`config.mk`:
```
export PLATFORM = sky130hd
export DESIGN_NAME = cnt_snap_ser
export DESIGN_NICKNAME = d
export VERILOG_FILES = /design/src/rtl/cnt_snap_ser.sv
export SDC_FILE = /design/constraint.sdc
export NUM_CORES = 1
export LEC_CHECK = 0
export BUFFER_PORTS_ARGS = -buffer_cell sky130_fd_sc_hd__buf_2
export CAP_MARGIN = 5
export CELL_PAD_IN_SITES_DETAIL_PLACEMENT = 0
export CELL_PAD_IN_SITES_GLOBAL_PLACEMENT = 1
export CORE_ASPECT_RATIO = 0.75
export CORE_MARGIN = 4
export CORE_UTILIZATION = 30
export DETAILED_ROUTE_END_ITERATION = 6
export GPL_TIMING_DRIVEN = 0
export PLACE_DENSITY = 0.56
export SETUP_SLACK_MARGIN = 0.5
export SLEW_MARGIN = 15
export SYNTH_ARGS = -nofsm -noshare
export SYNTH_HDL_FRONTEND = slang
export SYNTH_SLANG_ARGS = --single-unit
export TNS_END_PERCENT = 100
```
`constraint.sdc`:
```
create_clock -name clk_i -period 1.9 [get_ports clk_i]
set_input_delay 0.095 -clock clk_i [delete_from_list [all_inputs] [get_ports clk_i]]
set_output_delay 0.095 -clock clk_i [all_outputs]
set_load 0.03 [all_outputs]
```
`src/rtl/cnt_snap_ser.sv`:
```
// cnt_snap_ser: snapshot a free-running counter and stream it as a header plus MSB-first payload bytes
module cnt_snap_ser #(
    parameter int N = 16
) (
    input  logic         clk_i,
    input  logic         rst_i,
    input  logic [N-1:0] cnt_i,
    input  logic         snap_i,
    output logic [7:0]   dout_o,
    output logic         dvalid_o,
    input  logic         dready_i,
    output logic         dlast_o,
    output logic         busy_o
);
    localparam int NB = (N + 7) / 8;
    localparam int W  = 8 * NB;
    localparam int IW = (NB > 1) ? $clog2(NB) : 1;

    typedef enum logic [1:0] {IDLE, HDR, DATA} state_t;

    state_t        r_state, w_state_n;
    logic [N-1:0]  r_snap, w_snap_n, r_prev;
    logic [IW-1:0] r_idx, w_idx_n;
    logic [7:0]    r_dout, w_dout_n;
    logic          r_dvalid, w_dvalid_n, r_dlast, w_dlast_n, r_busy, w_busy_n;
    logic          r_miss, w_miss_n, r_ovf, w_ovf_n;
    logic [W-1:0]  w_ext;
    logic          w_acc, w_snap_ok, w_wrap;

    function automatic logic [7:0] get_byte(input logic [W-1:0] v, input int k);
        logic [W-1:0] s;
        s = v >> (8 * (NB - 1 - k));
        return s[7:0];
    endfunction

    assign w_ext     = W'(r_snap);
    assign w_acc     = r_dvalid & dready_i;
    assign w_snap_ok = (r_state == IDLE) & snap_i;
    assign w_wrap    = (r_prev == {N{1'b1}}) && (cnt_i == '0);
    // Flags are cleared by an accepted snap, but a same-cycle event re-sets them
    assign w_miss_n  = (r_miss & ~w_snap_ok) | (snap_i & (r_state != IDLE));
    assign w_ovf_n   = (r_ovf & ~w_snap_ok) | w_wrap;

    always_comb begin
        w_state_n  = r_state;
        w_idx_n    = r_idx;
        w_snap_n   = r_snap;
        w_dout_n   = r_dout;
        w_dvalid_n = r_dvalid;
        w_dlast_n  = r_dlast;
        w_busy_n   = r_busy;
        case (r_state)
            IDLE: if (snap_i) begin
                w_state_n  = HDR;
                w_snap_n   = cnt_i;
                w_idx_n    = '0;
                w_dout_n   = {4'hA, 2'b00, r_miss, r_ovf};
                w_dvalid_n = 1'b1;
                w_dlast_n  = 1'b0;
                w_busy_n   = 1'b1;
            end
            HDR: if (w_acc) begin
                w_state_n = DATA;
                w_idx_n   = '0;
                w_dout_n  = get_byte(w_ext, 0);
                w_dlast_n = (NB == 1);
            end
            DATA: if (w_acc) begin
                if (r_dlast) begin
                    w_state_n  = IDLE;
                    w_idx_n    = '0;
                    w_dout_n   = 8'h00;
                    w_dvalid_n = 1'b0;
                    w_dlast_n  = 1'b0;
                    w_busy_n   = 1'b0;
                end else begin
                    w_idx_n   = r_idx + IW'(1);
                    w_dout_n  = get_byte(w_ext, int'(r_idx) + 1);
                    w_dlast_n = (int'(r_idx) + 2 == NB);
                end
            end
            default: w_state_n = IDLE;
        endcase
    end

    always_ff @(posedge clk_i) begin
        if (rst_i) begin
            r_state  <= IDLE;
            r_snap   <= '0;
            r_prev   <= '0;
            r_idx    <= '0;
            r_dout   <= 8'h00;
            r_dvalid <= 1'b0;
            r_dlast  <= 1'b0;
            r_busy   <= 1'b0;
            r_miss   <= 1'b0;
            r_ovf    <= 1'b0;
        end else begin
            r_state  <= w_state_n;
            r_snap   <= w_snap_n;
            r_prev   <= cnt_i;
            r_idx    <= w_idx_n;
            r_dout   <= w_dout_n;
            r_dvalid <= w_dvalid_n;
            r_dlast  <= w_dlast_n;
            r_busy   <= w_busy_n;
            r_miss   <= w_miss_n;
            r_ovf    <= w_ovf_n;
        end
    end

    assign dout_o   = r_dout;
    assign dvalid_o = r_dvalid;
    assign dlast_o  = r_dlast;
    assign busy_o   = r_busy;
endmodule

```
==> qor.tcl <==
set qor(drt_first_pass_iters) 4
set qor(timing.clock.skew_ns) 0.00300
set qor(timing.final.crit_share_pct) 83.3
set qor(leakagePower_nw) 1.04
set qor(ir_worst_vdd_mv) 0.730
set qor(start_kind) {flip-flop}
set qor(status) {finished clean}
set qor(rows) 23
set qor(grt_first_pass_wirelength_um) 7250
set qor(io-pin-count) 31
set qor(fill_cell_total_of_the_finished_layout) 554
set qor(tritoncts.num_buffers) 5
set qor(antenna_cells) 0
set qor(dieHeight_um) 73.8
set qor(met2_global_route_usage_pct) 20.8
set qor(synth_warnings) 0
set qor(dieArea_um2) 7060
set qor(powerDensity_nw_per_um2) 1480
set qor(worst_setup_path_end_kind) {flip-flop}
set qor(hold_class) {input pin to flip-flop}
set qor(critical_path_peak_fanout) 7
set qor(fin_nets) 242
set qor(cts_buffer_depth) 2
set qor(globalRouteMet1Util_pct) 19.7
set qor(postSynthRegisterBits) 46
set qor(htree_num_levels) 2
set qor(route.antenna.remaining_nets) 0
set qor(fin_tns_setup_ns) 0
set qor(ff2ff_setup_slack_ns) 0.32
set qor(gp_congestion) 0.752
set qor(floorplan.core_area_um2) 5470
set qor(grt_overflow_total) 0
set qor(cts.reportedPaths.clkPinSlew_ns) 0.08
set qor(grt_setup_unrepaired) {true}
set qor(clk-insertion-delay-late_ns) 0.30
set qor(final_design_area_no_fill_um2) 2410
set qor(final.min_clock_period_ns) 1.58
set qor(synth_fp_nets) 188
set qor(finalWirelength_um) 4400
set qor(placed_instance_area_um2) 2030
set qor(drt_iter0_markers) 18
set qor(initial_antenna_violation_count) 0
set qor(grt_max_degree) 15
set qor(clock_tree_from_tritoncts) {yes}
set qor(grt.busiest_layer) {met2}
set qor(finalCoreUtilization_pct) 44.0
set qor(clock.fmax_mhz) 632
set qor(timing.max_slew.rel_slack_pct) 66.5
set qor(dp_cells) 267
set qor(groute.usage.overall_pct) 13.9
set qor(timing.critical_path.required_ns) 2.06
set qor(grt_pass1_vias) 1406
set qor(clock_sinks) 46
set qor(largest_cells_by_area_after_synthesis) {sky130_fd_sc_hd__dfxtp_1, sky130_fd_sc_hd__o22a_1, sky130_fd_sc_hd__nor2b_1}
set qor(detail_route.drc_violations) 0
set qor(tightest_slew_ns) 0.502
set qor(place.detailed.hpwl_um) 3250
set qor(crit_arrival_ns) 1.75
set qor(port-buffer-count) 30
set qor(synth_largest_type_area_fraction_pct) 53.3
set qor(layout_stage_area_growth_over_the_synthesis_result_pct) 39.2
set qor(timing_max_transition_violations_final) 0
set qor(report.final.hold_viol_count) 0
set qor(synth.lib_cells_used.distinct) 33
set qor(yosysSeqAreaShare_pct) 53.3
set qor(cts_root_buffer) {sky130_fd_sc_hd__clkbuf_8}
set qor(dominant_cell_type_by_area_after_synthesis) {sky130_fd_sc_hd__dfxtp_1}
set qor(num_vias) 1349
set qor(postCtsHoldBufs) 0
set qor(wl_per_cell_um) 15.1
set qor(instances_no_fill) 292
set qor(synthesis.instances) 162
set qor(drive_gt1_share_pct) 40.6
set qor(setup_viol) 0
set qor(max_cap_viol_count) 0
set qor(criticalPathCategory) {flip-flop to flip-flop}
set qor(global_route.usage.met3_pct) 3.58
set qor(synth_area_um2) 1730
set qor(initial_core_util_pct) 31.6
set qor(final.hold.worst_slack_ns) 0.0586
set qor(dieWidth_um) 95.7
set qor(vias_per_inst) 4.62
set qor(post_synth.cell_area_avg_um2) 10.7
[layout make-up]
cell class | count | area, µm² | area share (%)
Buffer | 11 | 103 | 4.26
Clock buffer | 7 | 108 | 4.47
Clock inverter | 1 | 30.0 | 1.25
Inverter | 3 | 16.3 | 0.676
Multi-Input combinational cell | 102 | 835 | 34.7
Sequential cell | 46 | 926 | 38.5
Tap cell | 75 | 93.8 | 3.90
Timing Repair Buffer | 47 | 297 | 12.3
[routing by layer]
layer / part of all wire (%) / up-vias
met3: 3.1 / 7
li1: - / 689
met2: 44 / 16
met1: 52 / 637
met4: 1.3 / 0
met5: 0 / -
[what timing repair did]
action / 4_1_cts / 5_1_grt
resized for setup: 21 / 9
pin swaps: 6 / 15
cloned: 2 / 0
endpoints found under the setup margin: 29 / 29
buffers inserted: 11 / 4
[metrics by stage]
step,power (mW),setup WS [ns]
detailed placement,2.40,0.260
CTS,3.52,0.323
finish,3.56,0.318
floorplan,2.11,0.357
global route,3.77,0.265
global placement,2.38,0.274
[synthesized netlist by cell type]
library cell,n
sky130_fd_sc_hd__dfxtp_1,46
sky130_fd_sc_hd__nor2b_1,18
sky130_fd_sc_hd__o22a_1,16
sky130_fd_sc_hd__nand2_1,10
sky130_fd_sc_hd__a21oi_1,8
sky130_fd_sc_hd__buf_2,6
sky130_fd_sc_hd__ha_1,6
sky130_fd_sc_hd__nand4_1,5
sky130_fd_sc_hd__nor2_1,5
sky130_fd_sc_hd__a22o_1,4
sky130_fd_sc_hd__nand3_1,4
sky130_fd_sc_hd__inv_1,3
sky130_fd_sc_hd__nor3_2,3
sky130_fd_sc_hd__nor4_1,3
sky130_fd_sc_hd__a221o_1,2
sky130_fd_sc_hd__a221oi_1,2
sky130_fd_sc_hd__buf_4,2
sky130_fd_sc_hd__clkbuf_1,2
sky130_fd_sc_hd__mux2i_1,2
sky130_fd_sc_hd__o211ai_1,2
sky130_fd_sc_hd__a211oi_1,1
sky130_fd_sc_hd__a211oi_2,1
sky130_fd_sc_hd__a2bb2oi_2,1
sky130_fd_sc_hd__and2_1,1
sky130_fd_sc_hd__buf_6,1
sky130_fd_sc_hd__nand2b_1,1
sky130_fd_sc_hd__nor2_4,1
sky130_fd_sc_hd__o21a_1,1
sky130_fd_sc_hd__o21ai_0,1
sky130_fd_sc_hd__o21ai_1,1
sky130_fd_sc_hd__o21bai_1,1
sky130_fd_sc_hd__or3_1,1
sky130_fd_sc_hd__or4_4,1
[logic make-up (layout without fill, tap and decap cells)]
group / Yosys count / count (layout) / share of synthesized area (%)
multiplexers: 2 / 2 / 1.16
flip-flops: 46 / 46 / 53.3
adder cells (fa/ha/maj): 6 / 6 / 4.34
buffers and inverters: 14 / 69 / 4.34
AO/OA/AOI/OAI: 41 / 41 / 19.0
AND/OR/NAND/NOR: 53 / 53 / 17.9
[registers in the layout, summed over array words and instances (netlist names), named ones only]
signal and cells:
r_ovf 1, r_snap 16, r_state 2, busy_o 1
dout_o 8, r_idx 1, r_prev 16
[worst max-delay path, stage by stage, from the launching register on]
cell                        delay, ns
sky130_fd_sc_hd__dfxtp_2         0.37
sky130_fd_sc_hd__inv_4           0.06
sky130_fd_sc_hd__ha_4            0.15
sky130_fd_sc_hd__buf_8           0.11
sky130_fd_sc_hd__a2bb2oi_4       0.15
sky130_fd_sc_hd__or3_1           0.33
sky130_fd_sc_hd__buf_6           0.15
sky130_fd_sc_hd__nand2_1         0.06
sky130_fd_sc_hd__a21oi_1         0.06
[power by group]
part	switching, mW	total [mW]	internal, mW
Sequential	0.136	1.31	1.17
Clock	0.323	0.831	0.508
Combinational	0.713	1.42	0.708
Total	1.17	3.56	2.39
[worst paths after layout]
check	startpoint	endpoint	cells after the start
setup reg to reg	r_state[1]$_SDFFE_PP0P_	dout_o[0]$_SDFFE_PP0P_	8
setup / recovery	r_state[1]$_SDFFE_PP0P_	dout_o[0]$_SDFFE_PP0P_	8
hold / removal	snap_i	flip-flop	2
hold reg to reg	dout_o[3]$_SDFFE_PP0P_	dout_o[3]$_SDFFE_PP0P_	2
[cells in the final DEF (no fill, tap or decap), drive strengths merged, types with 3 or more instances in the layout]
cell,instances
nand3,4
a21oi,8
nor2,6
nand2,10
a22o,4
nor3,3
buf,56
dfxtp,46
nor2b,18
o22a,16
inv,3
ha,6
nor4,3
clkbuf,9
nand4,5
Note: power is estimated with default switching activity, not from simulation.
